<file path="config.mk">
export PLATFORM = sky130hd
export DESIGN_NAME = spi_gain_writer
export DESIGN_NICKNAME = d
export VERILOG_FILES = /design/src/rtl/spi_gain_writer.sv
export SDC_FILE = /design/constraint.sdc
export NUM_CORES = 1
export LEC_CHECK = 0
export ABC_AREA = 1
export BUFFER_PORTS_ARGS = -buffer_cell sky130_fd_sc_hd__buf_2
export CAP_MARGIN = 5
export CORE_MARGIN = 2
export CORE_UTILIZATION = 57
export CTS_BUF_LIST = sky130_fd_sc_hd__clkbuf_4 sky130_fd_sc_hd__clkbuf_8 sky130_fd_sc_hd__clkbuf_16
export CTS_CLUSTER_DIAMETER = 200
export DETAILED_ROUTE_END_ITERATION = 16
export GPL_TIMING_DRIVEN = 1
export PLACE_DENSITY_LB_ADDON = 0.2
export SYNTH_ARGS = -nofsm -noshare
export SYNTH_HDL_FRONTEND = slang
export SYNTH_SLANG_ARGS = --single-unit
</file>
<file path="constraint.sdc">
create_clock -name clk -period 4.2 [get_ports clk]
set_input_delay 0.84 -clock clk [delete_from_list [all_inputs] [get_ports clk]]
set_output_delay 0.84 -clock clk [all_outputs]
set_load 0.02 [all_outputs]
</file>
<file path="src/rtl/spi_gain_writer.sv">
// SPI master that writes a pre-amplifier gain word and sends RESET_GAIN after every reset.
// Define GAIN_READBACK_EN to capture MISO into prev_gain; otherwise prev_gain is tied to zero.
module spi_gain_writer #(
  parameter int               WIDTH      = 8,
  parameter int               CLK_DIV    = 2,
  parameter int               CS_SETUP   = 2,
  parameter int               CS_HOLD    = 2,
  parameter logic [WIDTH-1:0] RESET_GAIN = WIDTH'(8'h11)
) (
  input  logic             clk,
  input  logic             rst,
  input  logic             start,
  input  logic [WIDTH-1:0] gain_word,
  output logic             busy,
  output logic             done,
  output logic             spi_sck,
  output logic             spi_mosi,
  output logic             amp_cs,
  input  logic             spi_miso,
  output logic [WIDTH-1:0] prev_gain
);

  localparam int BW   = $clog2(WIDTH);
  localparam int DW   = (CLK_DIV > 1) ? $clog2(CLK_DIV) : 1;
  localparam int PMAX = (CS_SETUP > CS_HOLD) ? CS_SETUP : CS_HOLD;
  localparam int PW   = (PMAX > 1) ? $clog2(PMAX) : 1;

  localparam logic [BW-1:0] BIT_LAST   = BW'(WIDTH - 1);
  localparam logic [DW-1:0] DIV_LAST   = DW'(CLK_DIV - 1);
  localparam logic [PW-1:0] SETUP_LAST = PW'(CS_SETUP - 1);
  localparam logic [PW-1:0] HOLD_LAST  = PW'(CS_HOLD - 1);

  typedef enum logic [1:0] {IDLE, SETUP, SHIFT, HOLD} state_t;

  state_t           state_q, state_d;
  logic [WIDTH-1:0] shreg_q, shreg_d;
  logic [BW-1:0]    bit_q, bit_d;
  logic [DW-1:0]    div_q, div_d;
  logic [PW-1:0]    ph_q, ph_d;
  logic             sck_q, sck_d;
  logic             mosi_q, mosi_d;
  logic             cs_q, cs_d;
  logic             done_q, done_d;
  logic             busy_q, busy_d;
  logic             init_q, init_d;
  logic [WIDTH-1:0] load_word;

`ifdef GAIN_READBACK_EN
  logic [WIDTH-1:0] cap_q, cap_d;
  logic [WIDTH-1:0] prev_q, prev_d;
`endif

  always_comb begin
    state_d   = state_q;
    shreg_d   = shreg_q;
    bit_d     = bit_q;
    div_d     = div_q;
    ph_d      = ph_q;
    sck_d     = sck_q;
    mosi_d    = mosi_q;
    cs_d      = cs_q;
    done_d    = 1'b0;
    busy_d    = busy_q;
    init_d    = init_q;
    load_word = init_q ? RESET_GAIN : gain_word;
`ifdef GAIN_READBACK_EN
    cap_d     = cap_q;
    prev_d    = prev_q;
`endif

    case (state_q)
      IDLE: begin
        cs_d   = 1'b1;
        sck_d  = 1'b0;
        mosi_d = 1'b0;
        // The power-on word takes priority over any pending start request.
        if (init_q || (start && !busy_q)) begin
          shreg_d = load_word;
          mosi_d  = load_word[WIDTH-1];
          init_d  = 1'b0;
          busy_d  = 1'b1;
          cs_d    = 1'b0;
          ph_d    = '0;
          state_d = SETUP;
        end
      end
      SETUP: begin
        if (ph_q == SETUP_LAST) begin
          ph_d    = '0;
          div_d   = '0;
          bit_d   = '0;
          state_d = SHIFT;
        end else begin
          ph_d = ph_q + 1'b1;
        end
      end
      SHIFT: begin
        if (div_q == DIV_LAST) begin
          div_d = '0;
          sck_d = !sck_q;
          if (!sck_q) begin
`ifdef GAIN_READBACK_EN
            cap_d = {cap_q[WIDTH-2:0], spi_miso};
`endif
          end else if (bit_q == BIT_LAST) begin
            // Last falling edge: MOSI keeps the final bit through the hold time.
            bit_d   = '0;
            ph_d    = '0;
            state_d = HOLD;
          end else begin
            shreg_d = {shreg_q[WIDTH-2:0], 1'b0};
            mosi_d  = shreg_q[WIDTH-2];
            bit_d   = bit_q + 1'b1;
          end
        end else begin
          div_d = div_q + 1'b1;
        end
      end
      HOLD: begin
        sck_d = 1'b0;
        if (ph_q == HOLD_LAST) begin
          ph_d    = '0;
          cs_d    = 1'b1;
          mosi_d  = 1'b0;
          done_d  = 1'b1;
          busy_d  = 1'b0;
          state_d = IDLE;
`ifdef GAIN_READBACK_EN
          prev_d  = cap_q;
`endif
        end else begin
          ph_d = ph_q + 1'b1;
        end
      end
      default: state_d = IDLE;
    endcase
  end

  always_ff @(posedge clk or posedge rst) begin
    if (rst) begin
      state_q <= IDLE;
      shreg_q <= RESET_GAIN;
      bit_q   <= '0;
      div_q   <= '0;
      ph_q    <= '0;
      sck_q   <= 1'b0;
      mosi_q  <= 1'b0;
      cs_q    <= 1'b1;
      done_q  <= 1'b0;
      busy_q  <= 1'b1;
      init_q  <= 1'b1;
    end else begin
      state_q <= state_d;
      shreg_q <= shreg_d;
      bit_q   <= bit_d;
      div_q   <= div_d;
      ph_q    <= ph_d;
      sck_q   <= sck_d;
      mosi_q  <= mosi_d;
      cs_q    <= cs_d;
      done_q  <= done_d;
      busy_q  <= busy_d;
      init_q  <= init_d;
    end
  end

`ifdef GAIN_READBACK_EN
  always_ff @(posedge clk or posedge rst) begin
    if (rst) begin
      cap_q  <= '0;
      prev_q <= '0;
    end else begin
      cap_q  <= cap_d;
      prev_q <= prev_d;
    end
  end

  assign prev_gain = prev_q;
`else
  logic unused_miso;
  assign unused_miso = spi_miso;
  assign prev_gain   = '0;
`endif

  assign spi_sck  = sck_q;
  assign spi_mosi = mosi_q;
  assign amp_cs   = cs_q;
  assign done     = done_q;
  assign busy     = busy_q;

endmodule

</file>
* Yosys cells after proc, flatten, opt, wreduce, memory -nomap -nowiden
Index checks and enable logic that the tools add are counted.
** Storage, ports and cells
- Bits in registers :: 20
- Latch bits :: 0
- RAM bits :: 0
- ROM bits :: 0
- Input bits :: 12
- Output and inout port bits :: 13
- Memories :: 0
** Cells by class
- $add $sub $neg :: 3
- Multipliers :: 0
- Div/mod/pow operators :: 0
- $lt $le $gt $ge :: 0
- Eq/ne operators :: 11
- Shift-type cells :: 0
- Mux-type cells :: 41
- Bitwise gates (word level) :: 0
- Reductions and logical operators :: 22
** Operators by type and width (count)
- 7-bit 2-to-1 mux :: 4
- 1-bit 2-to-1 mux :: 17
- 2-bit != test (second input constant) :: 7
- 7-bit one-hot mux with 2 select lines :: 1
- 2-bit 2-to-1 mux :: 6
- 3-bit 2-to-1 mux :: 4
- 5-bit AND reduction :: 2
- 8-bit 2-to-1 mux :: 1
- 1-bit one-hot mux with 2 select lines :: 4
- 2-bit one-hot mux with 4 select lines :: 1
- 2-bit AND reduction :: 4
- 4-bit AND reduction :: 2
- 2-bit nonzero test :: 4
- 1-bit one-hot mux with 3 select lines :: 2
- 3-bit one-hot mux with 2 select lines :: 1
- 6-bit AND reduction :: 1
- 2-bit equality test (second input constant) :: 2
- 2-bit OR reduction :: 2
- 3-bit by 1-bit adder with 3-bit output (second input constant) :: 1
- 3-bit equality test (second input constant) :: 1
- 3-bit AND reduction :: 1
- 3-bit nonzero test :: 1
- 1-bit adder (second input constant) :: 2
- 2-bit by 1-bit equality test with 1-bit output (second input constant) :: 1
- other kinds (4) :: 5

* Longest topological paths before layout
- Depth after elaboration :: 5
- Gate-level depth with buffers :: 9
- Mapped depth without buffers :: 9

* Worst setup path after synthesis
Ideal clock, no wire load.
- Kind :: input to register
- Start :: input port start
- End :: register shreg_q[2]
- Library setup time :: 123 ps
- Arrival :: 1436 ps
- Slack :: 2641 ps
- Cell stages on the path :: 6
- Path buffers :: 1
- Cell sequence :: nand2_1 > nand3_1 > nand3_2 > buf_6 > nand2_1 > o21ai_2
** On the way
- Cells in the longest elaborated chain, start to end :: 4
** RTL lines
- start, declared :: RTL line 12 : input logic start,
- 1-bit logical AND :: RTL line 77 : if (init_q || (start && !busy_q)) begin
- 1-bit logical OR :: RTL line 77
- 2-bit != test (no source line)
- 5-bit AND reduction (no source line)
- end signal, assigned :: RTL line 154 : shreg_q <= shreg_d;
- end, declared :: RTL line 36 : logic [WIDTH-1:0] shreg_q, shreg_d;
Every way passes these cells.
A chain may end at the register's enable or synchronous reset.

* Final worst setup path
- Start :: register state_q[0]
- End :: register shreg_q[5]
** On the way
- Cells in the longest elaborated chain, start to end :: 3
- Elaborated cells between the ends (all ways) :: 9
- Those cells by class :: eq/ne (5); mux (1); reduce/logical (3)
** RTL lines
- start, declared :: RTL line 35 : state_t state_q, state_d;
- start signal, assigned :: RTL line 153 : state_q <= state_d;
- 2-bit equality test or 2-bit logical NOT (tied branches) :: RTL line 71 : case (state_q)
- 2-bit != test (no source line) or 2-bit nonzero test (tied branches)
- 5-bit AND reduction (no source line)
Parallel ways exist; a longest one is shown, timed or not.

==> out/summary.txt <==
Status: complete, no violations
Startpoint Class: flop
Footprint of the multi-input gates: 549 µm²
Final net count: 175
Gate power share: 0.545
Ratio of cells with drive above 1 in the final layout: 0.247
Largest stage delay, worst path: 0.56 ns
Worst path slowest cell: ha_1
Total gr overflow: 0
DIE WIDTH: 49.3 µm
Post-place setup slack: 2.13 ns
Portion of netlist area occupied by mux cells: 0
Synth cell count leaders: 34 x nand2_1, 15 x dfrtp_1, 15 x inv_1
Top_reg_cell synth: dfrtp_1
CP top delay family: adder cells
XOR/XNOR share of the synthesized area: 0
Post-synth EDFFs: 0
Unrepaired setup endpoints after global routing: no
Setup Buffers After CTS: 0
CTS root buf: clkbuf_4
Pwr dens: 739 nW/µm²
Biggest area consumer among synthesized cells: dfrtp_1
Hold Crit Class: flop to flop
Fmax: 0.476 GHz
Period Utilization, post-route: 0.500
Final wirelength: 2.14 mm
Reg area: 507 µm²
R2r setup slk: 2.10 ns
Antenna Cells: 0
Critical Path End Type: flop
Initial DRC count: 23
CP arrival: 2.29 ns
Sink Count: 20
GRT Total Usage: 0.198
Worst hold path stage count: 2
Fillcell total: 190
Largest family of logic cells by synthesized area: simple AND/OR/NAND/NOR gates
Simple-Gate Fraction of Synth Area: 0.200
Gpl congestion: 0.784
R2R depth: 7
DRC: 0
Register share of total power: 0.348
Initial core utilization: 0.602
WP buf/inv: 2
Internal: 0.490 mW
Register bit total from synthesis: 20
Synth warn: 0
CTS tree: yes
Cell area after layout: 1260 µm²
Minimum clock period: 2.10 ns
Synth Area in Adders: 0.0856
Top-count cell post-synth: nand2_1
Later-pin clock latency in the skew report: 0.30 ns
Layout Skew: 0.00416 ns
Seq/Total Area, Yosys: 0.433
Synth async-reset ratio: 1.00
Synth Area in Compound Gates: 0.158
Hold Startpoint: busy
Die Area: 2430 µm²
Largest net degree at the start of global routing: 21
Hold path endpoint: busy
WP data required: 4.39 ns
Yosys top cell area share: 0.321
Row cnt: 16
Die H: 49.3 µm
Crit-path most repeated cell: o21ai_2
R2r startpoint: state_q[0]
Htree depth: 1
Via Count: 928
Clock power frac: 0.107
Max Fanout on Critical Path: 15
RR Endpoint: shreg_q[5]
Initial antenna violation count: 0
Leak: 0.675 nW
Setup violations, final: 0
Core footprint: 1940 µm²
PortBufs: 15
Cell Area, Synth: 1170 µm²
Vias in the first global route: 868
Hold_buf cts: 0
Post-DP HPWL: 1.64 mm
Synth unique cells: 25
Avg WL per Cell: 11.8 µm
First-pass GRT wire length: 3.75 mm
Resize count post-CTS: 0
Dpl cell area: 1230 µm²
Net Sw Power: 0.440 mW
MaxCap Viol Count: 0
Clock Path Buffers: 2
Clk pin slew, worst setup/hold paths: 0.11 ns
Hold Fails Final Rpt: 0
Avg Inst Size Synth: 8.48 µm²
CP Class: flop to flop
TritonCTS Buffers: 3
Cells after Synth: 138
Final TNS setup: 0 ns
Via/cell ratio: 5.13
Sw frac: 0.473
Relative slew slack: 0.498
Cell Chain, Critical Path: inv_1 -> ha_1 -> inv_2 -> o21ai_2 -> nand3_2 -> nand2_1 -> o21ai_2
Io pins: 25
Layout area overhead: 7.59%
Max Transition Viols Final: 0
Worst-Margin Slew: 0.753 ns
Power consumption: 0.930 mW
Peak supply drop: 0.461 mV
Detail Route Antenna Nets: 0
Final WS setup: 2.10 ns
Synth area leaders: dfrtp_1 32%, dfstp_2 11%, nand2_1 11%, ha_1 8.6%, o21ai_2 6.0%
First-pass iteration count of the detailed router: 4
## area by class of cell
class                           count  area share
Multi-Input combinational cell     98       0.436
Sequential cell                    20       0.403
Timing Repair Buffer               15      0.0596
Inverter                           17      0.0507
Tap cell                           27      0.0268
Clock buffer                        4      0.0239
## cell usage in the layout, fill, tap and decap left out, drive strengths merged
cell	n
ha	8
o211ai	1
conb	8
clkbuf	4
dfstp	5
buf	15
a22oi	5
a21oi	4
a31oi	1
o21bai	1
o21ai	14
nor2	8
or2	1
nand4	2
nand3	8
inv	17
dfrtp	15
o22ai	1
nand2	36
## routing by layer
| layer | GRT usage | up-vias | wire (µm) |
|---|---|---|---|
| met5 | 0 | - | 0 |
| met4 | 0.0762 | 0 | 21 |
| met3 | 0.0429 | 2 | 65 |
| met2 | 0.327 | 15 | 1080 |
| met1 | 0.253 | 447 | 970 |
| li1 | - | 464 | - |
## power groups by stage
stage / clock network (mW) / registers, mW / logic (mW)
detailed placement: 0 / 0.326 / 0.508
CTS: 0.105 / 0.322 / 0.509
finish: 0.0998 / 0.323 / 0.507
global placement: 0 / 0.323 / 0.488
global route: 0.116 / 0.335 / 0.572
floorplan: 0 / 0.334 / 0.408
## sequential cells by signal, summed over array words and instances (netlist names)
signal	cells
shreg_q	7
bit_q	3
state_q	2
amp_cs	1
busy	1
div_q	1
done	1
init_q	1
ph_q	1
spi_mosi	1
spi_sck	1
## worst max path at each step
stage                     from          to  depth (start not counted)
detailed placement  state_q[0]  shreg_q[5]                          7
global route        state_q[0]  shreg_q[2]                          7
global placement    state_q[0]  shreg_q[1]                          7
finish              state_q[0]  shreg_q[5]                          7
floorplan                start  shreg_q[2]                          6
CTS                 state_q[0]  shreg_q[2]                          7
## cells by family (layout without fill, tap and decap cells)
family          after synthesis  count (layout)
compound gates               27              27
fa+ha+maj                     8               8
buf+inv                      27              36
flops                        20              20
other cells                   1               8
simple gates                 55              55
## worst register-to-register path, delay by kind of cell, from the launching register on
kind	cells	cell delay [ns]
DFF	1	0.44
and+or+nand+nor	2	0.48
AOI/OAI and AO/OA	2	0.22
adders and majority gates	1	0.56
buffers and inverters	2	0.29
## per-stage QoR
step	std cells	hold WS [ns]	util
after floorplan	145	0.455	-
after global placement	177	0.461	0.633
after detailed placement	177	0.470	0.633
after CTS	181	0.485	0.648
after global routing	181	0.508	0.648
final	181	0.481	0.648
(Power assumes the default switching activity.)
